==> config.mk <==
export PLATFORM = sky130hd
export DESIGN_NAME = alu_op_issuer_flat
export DESIGN_NICKNAME = d
export VERILOG_FILES = /design/src/rtl/alu_op_issuer_if.sv /design/src/rtl/alu_op_issuer.sv /design/src/flat_wrapper.sv
export SDC_FILE = /design/constraint.sdc
export NUM_CORES = 1
export LEC_CHECK = 0
export BUFFER_PORTS_ARGS = -buffer_cell sky130_fd_sc_hd__buf_4
export CAP_MARGIN = 20
export CORE_MARGIN = 2
export CORE_UTILIZATION = 40
export CTS_BUF_LIST = sky130_fd_sc_hd__clkbuf_8
export DETAILED_ROUTE_END_ITERATION = 10
export HOLD_SLACK_MARGIN = 0.08
export PLACE_DENSITY = 0.69
export SYNTH_ARGS = -nofsm -noshare
export SYNTH_HDL_FRONTEND = slang
export SYNTH_SLANG_ARGS = --single-unit
==> constraint.sdc <==
create_clock -name clk -period 4.8 [get_ports clk]
set_input_delay 0.24 -clock clk [delete_from_list [all_inputs] [get_ports clk]]
set_output_delay 0.24 -clock clk [all_outputs]
set_load 0.05 [all_outputs]
==> src/rtl/alu_op_issuer_if.sv <==
// Request / ALU-drive / response signal bundle for alu_op_issuer.
// The master side is the issuer; the slave side is the requester, ALU and consumer.
interface alu_op_issuer_if;
  logic        in_valid;
  logic        in_ready;
  logic [5:0]  in_funct;
  logic [31:0] in_a;
  logic [31:0] in_b;
  logic [31:0] alu_dataA;
  logic [31:0] alu_dataB;
  logic [5:0]  alu_Signal;
  logic        alu_reset;
  logic [31:0] alu_dataOut;
  logic        out_valid;
  logic        out_ready;
  logic [31:0] out_result;
  logic        out_zero;
  logic        out_overflow;
  logic        out_illegal;
  logic        busy;

  modport master (
    input  in_valid, in_funct, in_a, in_b, alu_dataOut, out_ready,
    output in_ready, alu_dataA, alu_dataB, alu_Signal, alu_reset,
           out_valid, out_result, out_zero, out_overflow, out_illegal, busy
  );

  modport slave (
    output in_valid, in_funct, in_a, in_b, alu_dataOut, out_ready,
    input  in_ready, alu_dataA, alu_dataB, alu_Signal, alu_reset,
           out_valid, out_result, out_zero, out_overflow, out_illegal, busy
  );
endinterface

==> src/rtl/alu_op_issuer.sv <==
// Issues one R-type operation to a combinational 32-bit ALU, waits a settle window,
// then returns the captured result with zero/overflow/illegal flags over valid/ready.
module alu_op_issuer #(
  parameter int unsigned SETTLE_CYCLES = 2,
  parameter int unsigned CNT_W         = 4
) (
  input  logic              clk,
  input  logic              reset,
  alu_op_issuer_if.master   bus
);

  localparam logic [5:0] F_ADD = 6'd32;
  localparam logic [5:0] F_SUB = 6'd34;
  localparam logic [5:0] F_AND = 6'd36;
  localparam logic [5:0] F_OR  = 6'd37;
  localparam logic [5:0] F_SLT = 6'd42;

  typedef enum logic [1:0] {IDLE, SETTLE, DONE} state_t;

  state_t           state;
  state_t           state_next;
  logic [CNT_W-1:0] cnt;
  logic             legal;
  logic             ovf_next;

  assign bus.in_ready = (state == IDLE);
  assign bus.busy     = (state != IDLE);

  always_comb begin
    legal = (bus.in_funct == F_ADD) || (bus.in_funct == F_SUB) ||
            (bus.in_funct == F_AND) || (bus.in_funct == F_OR)  ||
            (bus.in_funct == F_SLT);
  end

  // Operands are taken from the ALU drive registers, which hold the latched request.
  always_comb begin
    ovf_next = 1'b0;
    case (bus.alu_Signal)
      F_ADD: ovf_next = (bus.alu_dataA[31] == bus.alu_dataB[31]) &&
                        (bus.alu_dataOut[31] != bus.alu_dataA[31]);
      F_SUB: ovf_next = (bus.alu_dataA[31] != bus.alu_dataB[31]) &&
                        (bus.alu_dataOut[31] != bus.alu_dataA[31]);
      default: ovf_next = 1'b0;
    endcase
  end

  always_ff @(posedge clk) begin
    if (!reset) state <= IDLE;
    else        state <= state_next;
  end

  always_comb begin
    state_next = state;
    case (state)
      IDLE:    if (bus.in_valid) state_next = legal ? SETTLE : DONE;
      SETTLE:  if (cnt == '0) state_next = DONE;
      DONE:    if (bus.out_ready) state_next = IDLE;
      default: state_next = IDLE;
    endcase
  end

  always_ff @(posedge clk) begin
    if (!reset) begin
      cnt              <= '0;
      bus.alu_dataA    <= '0;
      bus.alu_dataB    <= '0;
      bus.alu_Signal   <= '0;
      bus.alu_reset    <= 1'b1;
      bus.out_valid    <= 1'b0;
      bus.out_result   <= '0;
      bus.out_zero     <= 1'b0;
      bus.out_overflow <= 1'b0;
      bus.out_illegal  <= 1'b0;
    end else begin
      // The ALU is released from reset only while an operation is settling.
      bus.alu_reset <= (state_next != SETTLE);
      case (state)
        IDLE: begin
          if (bus.in_valid) begin
            if (legal) begin
              bus.alu_dataA  <= bus.in_a;
              bus.alu_dataB  <= bus.in_b;
              bus.alu_Signal <= bus.in_funct;
              cnt            <= CNT_W'(SETTLE_CYCLES - 1);
            end else begin
              bus.out_result   <= '0;
              bus.out_zero     <= 1'b1;
              bus.out_overflow <= 1'b0;
              bus.out_illegal  <= 1'b1;
              bus.out_valid    <= 1'b1;
            end
          end
        end
        SETTLE: begin
          if (cnt == '0) begin
            bus.out_result   <= bus.alu_dataOut;
            bus.out_zero     <= (bus.alu_dataOut == '0);
            bus.out_overflow <= ovf_next;
            bus.out_illegal  <= 1'b0;
            bus.out_valid    <= 1'b1;
          end else begin
            cnt <= cnt - 1'b1;
          end
        end
        DONE: begin
          if (bus.out_ready) bus.out_valid <= 1'b0;
        end
        default: ;
      endcase
    end
  end

endmodule

==> src/flat_wrapper.sv <==
// flat-port wrapper written by rule: the top's interface ports become plain ports
module alu_op_issuer_flat 
#(
  parameter int unsigned SETTLE_CYCLES = 2,
  parameter int unsigned CNT_W         = 4
)
  (clk, reset, bus_in_valid, bus_in_funct, bus_in_a, bus_in_b, bus_alu_dataOut, bus_out_ready, bus_in_ready, bus_alu_dataA, bus_alu_dataB, bus_alu_Signal, bus_alu_reset, bus_out_valid, bus_out_result, bus_out_zero, bus_out_overflow, bus_out_illegal, bus_busy);
  alu_op_issuer_if bus_i ();
  input  logic clk;
  input  logic reset;
  input wire logic [$bits(bus_i.in_valid)-1:0] bus_in_valid;
  input wire logic [$bits(bus_i.in_funct)-1:0] bus_in_funct;
  input wire logic [$bits(bus_i.in_a)-1:0] bus_in_a;
  input wire logic [$bits(bus_i.in_b)-1:0] bus_in_b;
  input wire logic [$bits(bus_i.alu_dataOut)-1:0] bus_alu_dataOut;
  input wire logic [$bits(bus_i.out_ready)-1:0] bus_out_ready;
  output wire logic [$bits(bus_i.in_ready)-1:0] bus_in_ready;
  output wire logic [$bits(bus_i.alu_dataA)-1:0] bus_alu_dataA;
  output wire logic [$bits(bus_i.alu_dataB)-1:0] bus_alu_dataB;
  output wire logic [$bits(bus_i.alu_Signal)-1:0] bus_alu_Signal;
  output wire logic [$bits(bus_i.alu_reset)-1:0] bus_alu_reset;
  output wire logic [$bits(bus_i.out_valid)-1:0] bus_out_valid;
  output wire logic [$bits(bus_i.out_result)-1:0] bus_out_result;
  output wire logic [$bits(bus_i.out_zero)-1:0] bus_out_zero;
  output wire logic [$bits(bus_i.out_overflow)-1:0] bus_out_overflow;
  output wire logic [$bits(bus_i.out_illegal)-1:0] bus_out_illegal;
  output wire logic [$bits(bus_i.busy)-1:0] bus_busy;
  assign bus_i.in_valid = bus_in_valid;
  assign bus_i.in_funct = bus_in_funct;
  assign bus_i.in_a = bus_in_a;
  assign bus_i.in_b = bus_in_b;
  assign bus_i.alu_dataOut = bus_alu_dataOut;
  assign bus_i.out_ready = bus_out_ready;
  assign bus_in_ready = bus_i.in_ready;
  assign bus_alu_dataA = bus_i.alu_dataA;
  assign bus_alu_dataB = bus_i.alu_dataB;
  assign bus_alu_Signal = bus_i.alu_Signal;
  assign bus_alu_reset = bus_i.alu_reset;
  assign bus_out_valid = bus_i.out_valid;
  assign bus_out_result = bus_i.out_result;
  assign bus_out_zero = bus_i.out_zero;
  assign bus_out_overflow = bus_i.out_overflow;
  assign bus_out_illegal = bus_i.out_illegal;
  assign bus_busy = bus_i.busy;
  alu_op_issuer #(.SETTLE_CYCLES(SETTLE_CYCLES), .CNT_W(CNT_W)) u_core (.clk(clk), .reset(reset), .bus(bus_i));
endmodule
; Word-level counts from Yosys, hierarchy flattened
; Index checks and enable logic that the tools add are counted.
[classes]
add_sub_neg = 1
mul = 0
div = 0
magnitude_cmp = 0
n_eq_ne = 19
shifts = 0
mux = 27
n_bitwise = 0
n_reduce_logical = 16
[ops]
columns = op, count
row1 = $mux W32, 3
row2 = $pmux W32 S2, 1
row3 = $eq A6 B6 Y1 const B, 7
row4 = $logic_not A32 Y1, 1
row5 = $mux W4, 3
row6 = $mux W1, 9
row7 = $mux W2, 4
row8 = $ne A2 B2 Y1 const B, 4
row9 = $pmux W1 S2, 4
row10 = $pmux W4 S2, 1
row11 = $reduce_and A4 Y1, 2
row12 = $ne A2 B1 Y1 const B, 3
row13 = $pmux W2 S3, 1
row14 = $reduce_and A5 Y1, 1
row15 = $logic_not A4 Y1, 1
row16 = $logic_or A1 B1 Y1, 4
row17 = $reduce_bool A2 Y1, 2
row18 = $sub A4 B1 Y4 const B, 1
row19 = $pmux W1 S3, 1
row20 = $reduce_and A3 Y1, 1
row21 = $reduce_bool A3 Y1, 1
row22 = $eq A2 B1 Y1 const B, 1
row23 = $eq A2 B2 Y1 const B, 1
row24 = $logic_and A1 B1 Y1, 2
row25 = other kinds (3), 4
[word_totals]
reg_bits = 113
latchBits = 0
ram_bits = 0
romBits = 0
input_bits = 106
elab_cells = 74
mem_count = 0

; Logic depth before layout (Yosys ltp)
[depth]
depth_word = 9
ltp_mapped = 7
mapped_depth_nobuf = 6

; Least setup slack after synthesis
; Ideal clock, no wire load.
[synth_path]
kind = register to register
startpoint = reg u_core.cnt[0]
endpoint = reg u_core.bus.out_result[0] (netlist name)
arrival_time_ns = 1.753
t_required_ns = 4.741
slack_ns = 2.988
path_stages_with_launch = 8
path_cell_list = dfxtp_1 inv_1 ha_1 or3b_4 or3_4 nor3_4 buf_6 a22o_2
[synth_between]
elab_chain_len = 3
[synth_rtl]
columns = item, line_no
row1 = from (decl), alu_op_issuer.sv:22  ; logic [CNT_W-1:0] cnt;
row2 = from (signal assigned), alu_op_issuer.sv:84  ; cnt <= CNT_W'(SETTLE_CYCLES - 1);
row3 = from (signal assigned), alu_op_issuer.sv:102  ; cnt <= cnt - 1'b1;
row4 = $logic_not A4 Y1, alu_op_issuer.sv:95  ; if (cnt == '0) begin
row5 = $ne A2 B1 Y1 (no source line), -
row6 = $reduce_and A4 Y1 (no source line), -
row7 = to (signal assigned), alu_op_issuer.sv:96  ; bus.out_result <= bus.alu_dataOut;
row8 = to (decl), alu_op_issuer_if.sv:25  ; out_valid, out_result, out_zero, out_overflow, out_illegal, busy
; No other way between the ends.
; A chain may end at the register's enable or synchronous reset.

; Worst setup path in the final report
[layout_path]
startpoint = in bus_in_funct[2]
endpoint = reg u_core.bus.alu_dataB[10]
[layout_between]
elab_chain_len = 6
elab_cells_between_ends = 10
[layout_rtl]
columns = item, line_no
row1 = from (decl), flat_wrapper.sv:12  ; input wire logic [$bits(bus_i.in_funct)-1:0] bus_in_funct;
row2 = $eq A6 B6 Y1, alu_op_issuer.sv:30  ; legal = (bus.in_funct == F_ADD) || (bus.in_funct == F_SUB) ||
row3 = $logic_or A1 B1 Y1 (2 in series), alu_op_issuer.sv:30
row4 = $logic_or A1 B1 Y1, alu_op_issuer.sv:31  ; (bus.in_funct == F_AND) || (bus.in_funct == F_OR) ||
row5 = $logic_or A1 B1 Y1 (*), alu_op_issuer.sv:31
row6 = $reduce_and A3 Y1 (no source line) (*), -
row7 = to (signal assigned), alu_op_issuer.sv:82  ; bus.alu_dataB <= bus.in_b;
row8 = to (decl), alu_op_issuer_if.sv:24  ; output in_ready, alu_dataA, alu_dataB, alu_Signal, alu_reset,
; Mark *: on every way between the ends. The rest lies on a longest branch, timed or not.

==> run_results.csv <==
group,metric,value,unit
run_status,outcome,"finished, final reports clean",
timing,period_needed,2.314,ns
timing,setup_viol,0,
routing,dr.pass1.iters,4,
cells_and_area,layout-drive-gt1-share,37.79,%
die,coreArea,0.009774,sq mm
yosys,synthTopCellsByCount,"nand2_1, dfxtp_1, a21oi_1",
routing,route.vias.total,4398,
clocking,clock_latency,0.42,ns
global_route,grt_first_pass_wirelength,21780,um
critical_path,rr_worst_depth,7,
cells_and_area,utilization,73.22,%
place,port_buffers,214,
yosys,ys_seq_elements,113,
routing,via_per_inst,4.870,
hold_path,hp-class,"primary input to register",
yosys,syn_inst,448,
die,rows,36,
critical_path,critPathLaunch,"bus_in_funct[2]",
clocking,cts_root_buffer,"clkbuf_8",
critical_path,cp.required,5.14,ns
die,ios,215,
timing,skew,0.01177,ns
clocking,cts_tree,"built",
critical_path,endpoint,"u_core.bus.alu_dataB[10]",
die,fp.dieH,104.5,um
yosys,synth_cell_types,34,
cells_and_area,multi_input_area,0.001618,sq mm
critical_path,worstSetupEndpointType,"register",
timing,hold_viol_final,0,
clocking,clk_pin_slew_worst_paths,0.07,ns
yosys,syn_nets,556,
critical_path,path_max_fanout,43,
global_route,grt_util_all_layers,25.01,%
critical_path,ff2ff_setup_slack,2.60,ns
clocking,post_cts_buffers,0,
critical_path,startpoint_type,"primary input",
clocking,cts-buffers-inserted,17,
die,initial_core_util,41.33,%
timing,fin_setup_tns,0,ns
cells_and_area,syn_to_final_growth,77.14,%
yosys,ys_seq_area_share,55.99,%
routing,drtAntennaViolNets,0,
timing,max_freq,0.4321,GHz
clocking,cts.htree.levels,4,
yosys,ys_async_sr_fraction,0,%
critical_path,crit_type,"primary input to register",
critical_path,critPathArrivalTime,2.66,ns
yosys,avgSynthCellArea,9.018,sq um
yosys,synth_area,0.004040,sq mm
die,die_x,104.5,um
yosys,synth_ff_type,"dfxtp_1",
place,gp_congestion,0.7942,
clocking,ctsLongestPathBuffers,2,
yosys,synth_area_leader_cell,"dfxtp_1",
cells_and_area,num-nets-final,866,
global_route,grt_overflow_total,0,
timing,tightest_slew,0.7941,ns
timing,slew_headroom,46.77,%
pwr,ir_drop,169.9,uV
critical_path,timing.rr.start,"u_core.cnt[0]",
yosys,synth_edf_count,0,
routing,wl_per_cell,14.97,um
pwr,leakagePower,3.112,nW
place,place_hpwl,8236,um
timing,final_max_slew_viol_count,0,
routing,drc,0,
yosys,synth_area_leaders,"dfxtp_1, nand2_1, a21oi_1",
cells_and_area,antenna_cells,0,
routing,drt_iter0_drc,167,
yosys,synth_top_area_share,55.99,%
run,cap_violations,0,
yosys,yosys.cell_count.top_type,"nand2_1",
yosys,yosys_warnings,0,
place,dp_cells,770,
timing,rsz0062_at_grt,"false",
pwr,p_total,2.165,mW
cells_and_area,post-route-cell-area,0.007157,sq mm
cells_and_area,layoutNonFillerInstCount,903,
global_route,grt_pass1_vias,4488,
global_route,grt_max_degree,69,
global_route,antenna_found_initial,0,
critical_path,reg2reg_to,"u_core.bus.out_result[9]",
pwr,power.density,302.6,mW/mm^2
routing,routed_wl,13520,um
clocking,cts_sinks,113,
cells_and_area,regArea,0.002262,sq mm
cells_and_area,fillCellCount,695,
timing,finalCritPeriodShare,48.21,%
place,placed_area,0.005705,sq mm
die,dieArea,0.01092,sq mm
==> critical path, stage by stage <==
cell,delay [ns]
dlygate4sd3_1,0.54
buf_4,0.14
mux2i_1,0.24
and4_2,0.67
buf_4,0.50
nand2_1,0.14
a21oi_1,0.17
==> kinds of logic after synthesis <==
kind of cell             after synthesis  synth area share [%]
buffers and inverters                 35                 4.119
flip-flops                           113                 55.99
AO/OA/AOI/OAI                        108                 17.96
adder cells (fa/ha/maj)                2                0.6193
XOR/XNOR                               3                0.6505
AND/OR/NAND/NOR                      184                 19.91
multiplexers                           3                0.7433
==> layer usage <==
metal / vias to the layer above / global-route usage, % / share of wire (%)
li1: 2141 / - / -
met1: 2050 / 27.48 / 40
met2: 181 / 44.07 / 51
met3: 26 / 8.897 / 8.0
met4: 0 / 9.363 / 1.7
met5: - / 0 / 0
==> worst min-delay path by stage <==
stage,startpoint,endpoint,slack [ns],depth (start not counted)
2_1_floorplan,reset,u_core.bus.alu_reset,0.31,1
3_3_place_gp,u_core.bus.alu_dataA[21],u_core.bus.alu_dataA[21],0.44,2
3_5_place_dp,u_core.bus.alu_dataA[10],u_core.bus.alu_dataA[10],0.45,2
4_1_cts,bus_in_funct[1],u_core.bus.alu_Signal[1],0.08,3
5_1_grt,bus_in_funct[1],u_core.bus.alu_Signal[1],0.11,3
6_report,bus_in_funct[1],u_core.bus.alu_Signal[1],0.10,3
==> flip-flops by register name, indices dropped and copies added, names as in the netlist <==
name,flops
u_core.bus.alu_Signal,6
u_core.bus.alu_dataA,32
u_core.bus.alu_dataB,32
u_core.bus.alu_reset,1
u_core.bus.out_illegal,1
u_core.bus.out_overflow,1
u_core.bus.out_result,32
u_core.bus.out_valid,1
u_core.bus.out_zero,1
u_core.cnt,4
u_core.state,2
==> per-stage QoR <==
| stage | setup slack [ns] | hold slack [ns] |
|---|---|---|
| after floorplan | 2.988 | 0.3118 |
| after global placement | 2.335 | 0.4427 |
| after detailed placement | 2.280 | 0.4481 |
| after CTS | 2.262 | 0.08151 |
| after global routing | 2.346 | 0.1098 |
| final | 2.486 | 0.1049 |
==> placed cells by master, fill, tap and decap left out, types with 2 or more instances in the layout <==
cell / synthesis / final
nor3b_1: 2 / 2
and3_1: 2 / 2
clkinv_2: 0 / 4
a22o_2: 31 / 31
or2_2: 3 / 3
bufinv_16: 0 / 3
nor4_1: 9 / 9
dlygate4sd3_1: 0 / 101
ha_1: 2 / 2
nand3_1: 3 / 3
clkbuf_8: 0 / 20
nor3_1: 5 / 4
nor2b_1: 3 / 3
xor2_1: 2 / 2
nor2_1: 6 / 6
mux2i_1: 3 / 3
inv_1: 6 / 6
a21oi_1: 69 / 69
nand2_1: 139 / 139
buf_4: 0 / 218
a211oi_1: 2 / 2
clkinvlp_4: 0 / 2
dfxtp_1: 113 / 113
nand4_1: 4 / 4
nand2b_1: 3 / 3
==> where the power goes <==
group | internal [mW] | switching (mW) | total (mW)
clock | 0.547 | 0.379 | 0.926
combinational | 0.144 | 0.135 | 0.279
sequential | 0.951 | 0.00909 | 0.960
total | 1.64 | 0.523 | 2.17
==> layout make-up <==
class	count	share of cell area [%]
Clock inverter	11	1.923
Inverter	6	0.3147
Tap cell	133	2.325
Timing Repair Buffer	320	37.38
Multi-Input combinational cell	300	22.60
Clock buffer	20	3.846
Sequential cell	113	31.61
==> repair_timing <==
action	in CTS	in global routing
hold endpoints to repair	101	0
hold buffers	101	0
gates resized for setup	0	0
(Power assumes the default switching activity.)
